--- config.mk ---
export PLATFORM = sky130hd
export DESIGN_NAME = mod_counter
export DESIGN_NICKNAME = d
export VERILOG_FILES = /design/src/rtl/mod_counter.sv
export SDC_FILE = /design/constraint.sdc
export NUM_CORES = 1
export LEC_CHECK = 0
export CAP_MARGIN = 40
export CORE_AREA = 2 2 39 41
export DETAILED_ROUTE_END_ITERATION = 12
export DIE_AREA = 0 0 41 43
export GPL_TIMING_DRIVEN = 1
export PLACE_DENSITY_LB_ADDON = 0.3
export SETUP_SLACK_MARGIN = 0.1
export SYNTH_ARGS = -nofsm -noshare
export SYNTH_HDL_FRONTEND = slang
export SYNTH_SLANG_ARGS = --single-unit
--- constraint.sdc ---
create_clock -name clk -period 1.6 [get_ports clk]
set_input_delay 0.32 -clock clk [delete_from_list [all_inputs] [get_ports clk]]
set_output_delay 0.32 -clock clk [all_outputs]
set_load 0.005 [all_outputs]
--- src/rtl/mod_counter.sv ---
// Parametrised up/down modulo counter with clear, load, wrap/saturate and tc/ovf flags.
// Optional enable prescaler is compiled in when MOD_COUNTER_PRESCALE_EN is defined.
module mod_counter #(
  parameter int unsigned WIDTH     = 4,
  parameter int unsigned MAX_COUNT = (2 ** WIDTH) - 1,
  parameter int unsigned SATURATE  = 0,
  parameter int unsigned PRESCALE  = 4
) (
  input  logic             clk,
  input  logic             rst,
  input  logic             en,
  input  logic             up_dn,
  input  logic             clr,
  input  logic             load,
  input  logic [WIDTH-1:0] load_val,
  output logic [WIDTH-1:0] counter,
  output logic             tc,
  output logic             ovf
);

  localparam logic [WIDTH-1:0] MaxVal = WIDTH'(MAX_COUNT);

  logic [WIDTH-1:0] count_q, count_d;
  logic             ovf_q, ovf_d;
  logic             step;
  logic             at_max, at_zero;

  assign at_max  = (count_q == MaxVal);
  assign at_zero = (count_q == '0);

`ifdef MOD_COUNTER_PRESCALE_EN
  localparam int unsigned   PsW    = (PRESCALE > 1) ? $clog2(PRESCALE) : 1;
  localparam logic [PsW-1:0] PsLast = PsW'(PRESCALE - 1);

  logic [PsW-1:0] ps_q, ps_d;

  // Prescaler counts enabled cycles; the counter only steps on its last count.
  always_comb begin
    ps_d = ps_q;
    if (clr || load) begin
      ps_d = '0;
    end else if (en) begin
      ps_d = (ps_q == PsLast) ? '0 : ps_q + 1'b1;
    end
  end

  assign step = en && (ps_q == PsLast);

  always_ff @(posedge clk or posedge rst) begin
    if (rst) begin
      ps_q <= '0;
    end else begin
      ps_q <= ps_d;
    end
  end
`else
  assign step = en;
`endif

  always_comb begin
    count_d = count_q;
    ovf_d   = 1'b0;
    if (clr) begin
      count_d = '0;
    end else if (load) begin
      count_d = (load_val > MaxVal) ? MaxVal : load_val;
    end else if (step) begin
      if (up_dn) begin
        if (at_max) begin
          ovf_d   = 1'b1;
          count_d = (SATURATE != 0) ? MaxVal : '0;
        end else begin
          count_d = count_q + 1'b1;
        end
      end else begin
        if (at_zero) begin
          ovf_d   = 1'b1;
          count_d = (SATURATE != 0) ? '0 : MaxVal;
        end else begin
          count_d = count_q - 1'b1;
        end
      end
    end
  end

  always_ff @(posedge clk or posedge rst) begin
    if (rst) begin
      count_q <= '0;
      ovf_q   <= 1'b0;
    end else begin
      count_q <= count_d;
      ovf_q   <= ovf_d;
    end
  end

  assign counter = count_q;
  assign ovf     = ovf_q;
  // Terminal count tracks the current direction combinationally.
  assign tc      = up_dn ? at_max : at_zero;

endmodule

==> results by group, run 1 <==
Outcome
  • Status: finished, final reports clean

Die
  • Cell Rows: 14
  • Core area: 1380 um2
  • Die height: 43 um
  • Starting Density: 29.9%
  • Die Width: 41 um
  • Die Area: 1760 um2
  • Top Ports: 16

Critical path
  • R2r worst-path depth: 7
  • Crit-path max cell delay: 390 ps
  • Critical path type: flip-flop to output pin
  • CP max-delay cell: dfrtp_1
  • Data arrival, critical path: 1270 ps
  • Critical Path RT: 1280 ps
  • CP Capture Type: output pin
  • Crit-path max FO: 3
  • CP cell instances: buf_6 > ha_4 > nand4_1 > o31ai_4 > buf_2
  • Critical Path Start Type: flip-flop

Yosys
  • Cell accounting for the most synthesized area: dfrtp_1
  • Count leader, synth: a21oi_1
  • Post-synth top cells: a21oi_1, dfrtp_1, nor2_1, nor2b_1
  • Post-synth EDFFs: 0
  • Syn avg cell area: 8.45 um2
  • Synth warnings: 0
  • Distinct cells, synth: 25
  • Cells after Synth: 49
  • Top FF cell, synth: dfrtp_1
  • #FFs+latches synth: 5
  • Synth area leaders: dfrtp_1, ha_1, a21oi_1, nor2b_1, xnor2_1
  • Post-synthesis net count: 62
  • Synth Cell Area: 414 um2
  • Async SR Flop Fraction: 100%
  • Register area share after synthesis: 30.2%
  • Synth top area share: 30.2%

Placed design
  • Placed cells: 86
  • IO buf count: 15
  • Placed instance area: 639 um2
  • HPWL after detailed placement: 811 um
  • Routability cong.: 0.716
  • DP Worst Slack: -358 ps

Final layout
  • Multi-input gate area: 342 um2
  • Layout cells sized above 1: 42.9%
  • Design area: 843 um2
  • Nets: 98
  • FILL cells: 117
  • Sequential cell area: 125 um2
  • Final non-filler cell total: 100
  • P&R area growth vs syn: 104%
  • Diodes inserted: 0

STA
  • RSZ-0062 raised after global routing: true
  • Final Worst Setup Slack: 12.3 ps
  • Peak Freq: 630 MHz
  • Slew @ Worst Pin: 314 ps
  • Finish-stage setup viols: 0
  • Setup Skew: 4.93 ps
  • Minimum clock period: 1590 ps
  • Final hold vios: 0
  • Tcrit/Tclk final: 99.2%
  • Max Slew Vio Count: 0
  • Worst slew margin: 79.0%

Pwr
  • Combinational fraction of design power: 45.3%
  • Lkg Pwr: 0.403 nW
  • Psw: 0.155 mW
  • Total internal power: 0.369 mW
  • PD cells: 621 nW/um2
  • Switch share: 29.6%
  • Peak VDD IR: 0.379 mV
  • Clock Power Share: 27.7%
  • Reg power frac: 27.0%

Detailed routing
  • Initial DRC Count: 8
  • DR vias: 483
  • Pre-Repair DR Iteration Count: 4
  • Via density: 4.83
  • # DRC: 0
  • WL/cell: 12.9 um
  • Post-route ant nets: 0
  • Wirelength, routed: 1290 um

Flow run
  • Max Cap Viol: 0

Clock network
  • CTS Buffer Depth: 2
  • CTS sink cnt: 5
  • TritonCTS Buffers: 3
  • Worst-path clk slew: 40 ps
  • H-tree lvl count: 1
  • Clock Latency Late Sink: 240 ps
  • CTS tree: yes
  • CTS Root Cell: clkbuf_4

Global routing
  • Grt ovf: 0
  • Vias in the first global route: 495
  • Initial antenna violation count: 0
  • First-pass GRT wire length: 2010 um
  • Largest net degree at the start of global routing: 10
  • Tot GR Track Use: 16.9%

Min path
  • Hold crit path type: input pin to asynchronous set/reset pin
==> metal layers <==
metal / global-route usage [%] / up-vias / share of wire [%]
li1: - / 245 / -
met1: 18.1 / 226 / 43
met2: 29.4 / 12 / 53
met3: 6.28 / 0 / 3.9
met4: 4.00 / 0 / 0
met5: 0 / - / 0
==> state kept, by name (all words and copies together) (netlist names) <==
register  count
ovf           1
counter       4
==> final cells by class <==
class | instances | share of cell area, %
repair buffers | 34 | 36.9
multi-input cells | 36 | 40.5
clock buffers | 4 | 3.12
well taps | 16 | 2.37
inverters | 5 | 2.23
flip-flops and latches | 5 | 14.8
==> worst paths after layout <==
check	startpoint	end	slack [ps]
max reg2reg	counter[0]	counter[2]	60
max	counter[0]	tc	10
min reg2reg	counter[2]	ovf	730
max in group asynchronous	rst	counter[0]	1150
min in group clk	up_dn	ovf	550
min	rst	ovf	280
==> power by group through the flow <==
stage          logic (mW)  registers (mW)  clock network (mW)
2_1_floorplan      0.0712           0.150                   0
3_3_place_gp        0.160           0.142                   0
3_5_place_dp        0.162           0.142                   0
4_1_cts             0.217           0.143               0.152
5_1_grt             0.257           0.142               0.160
6_report            0.237           0.141               0.145
==> repair_timing <==
action                     4_1_cts  5_1_grt
pin swaps                        8       11
hold buffers                     0        0
gates resized for setup         22        7
setup endpoints to repair        6        4
buffers inserted                 9        3
==> critical path, delay by kind of cell (launching register included) <==
kind / cells / cell delay, ps
adder cells (fa/ha/maj): 1 / 150
AO/OA/AOI/OAI: 1 / 90
flip-flops: 1 / 390
buffers and inverters: 2 / 270
AND/OR/NAND/NOR: 1 / 130
==> cell usage in the layout (no fill, tap or decap), types with 3 or more instances in the layout <==
cell type | Yosys | final
buf_6 | 0 | 6
nor2_1 | 4 | 4
ha_4 | 0 | 3
nor2b_1 | 4 | 4
clkbuf_4 | 0 | 3
clkdlybuf4s50_1 | 0 | 9
dfrtp_1 | 5 | 5
buf_4 | 0 | 13
dlygate4sd2_1 | 0 | 3
a21oi_1 | 6 | 4
inv_2 | 2 | 3
==> stage by stage <==
stage | hold slack (ps) | power [mW] | util [%] | setup TNS (ps)
6_report | 276 | 0.524 | 60.9 | 0
5_1_grt | 309 | 0.559 | 60.9 | -68.0
4_1_cts | 278 | 0.511 | 57.8 | -24.8
3_5_place_dp | 546 | 0.304 | 46.2 | -537
3_3_place_gp | 533 | 0.302 | 46.2 | -471
2_1_floorplan | 98.5 | 0.221 | - | 0
==> cell families (layout without fill, tap and decap cells) <==
kind of cell	Yosys count	count (layout)	synth area share, %
AO/OA/AOI/OAI	15	15	25.1
AND/OR/NAND/NOR	14	14	18.7
buffers and inverters	8	43	7.55
flip-flops	5	5	30.2
adder cells (fa/ha/maj)	3	3	9.06
XOR/XNOR	2	2	4.23
multiplexers	2	2	5.14
Power figures use the tool's default switching activity.
==> run 2: changes to the inputs <==
--- a/config.mk
+++ b/config.mk
@@ -9,7 +9,7 @@
 export CORE_AREA = 2 2 39 41
 export DETAILED_ROUTE_END_ITERATION = 12
 export DIE_AREA = 0 0 41 43
-export GPL_TIMING_DRIVEN = 1
+export HOLD_SLACK_MARGIN = 0.15
 export PLACE_DENSITY_LB_ADDON = 0.3
 export SETUP_SLACK_MARGIN = 0.1
 export SYNTH_ARGS = -nofsm -noshare
==> results of run 2 <==
Final layout, timing and power as in run 1 (identical DEF).
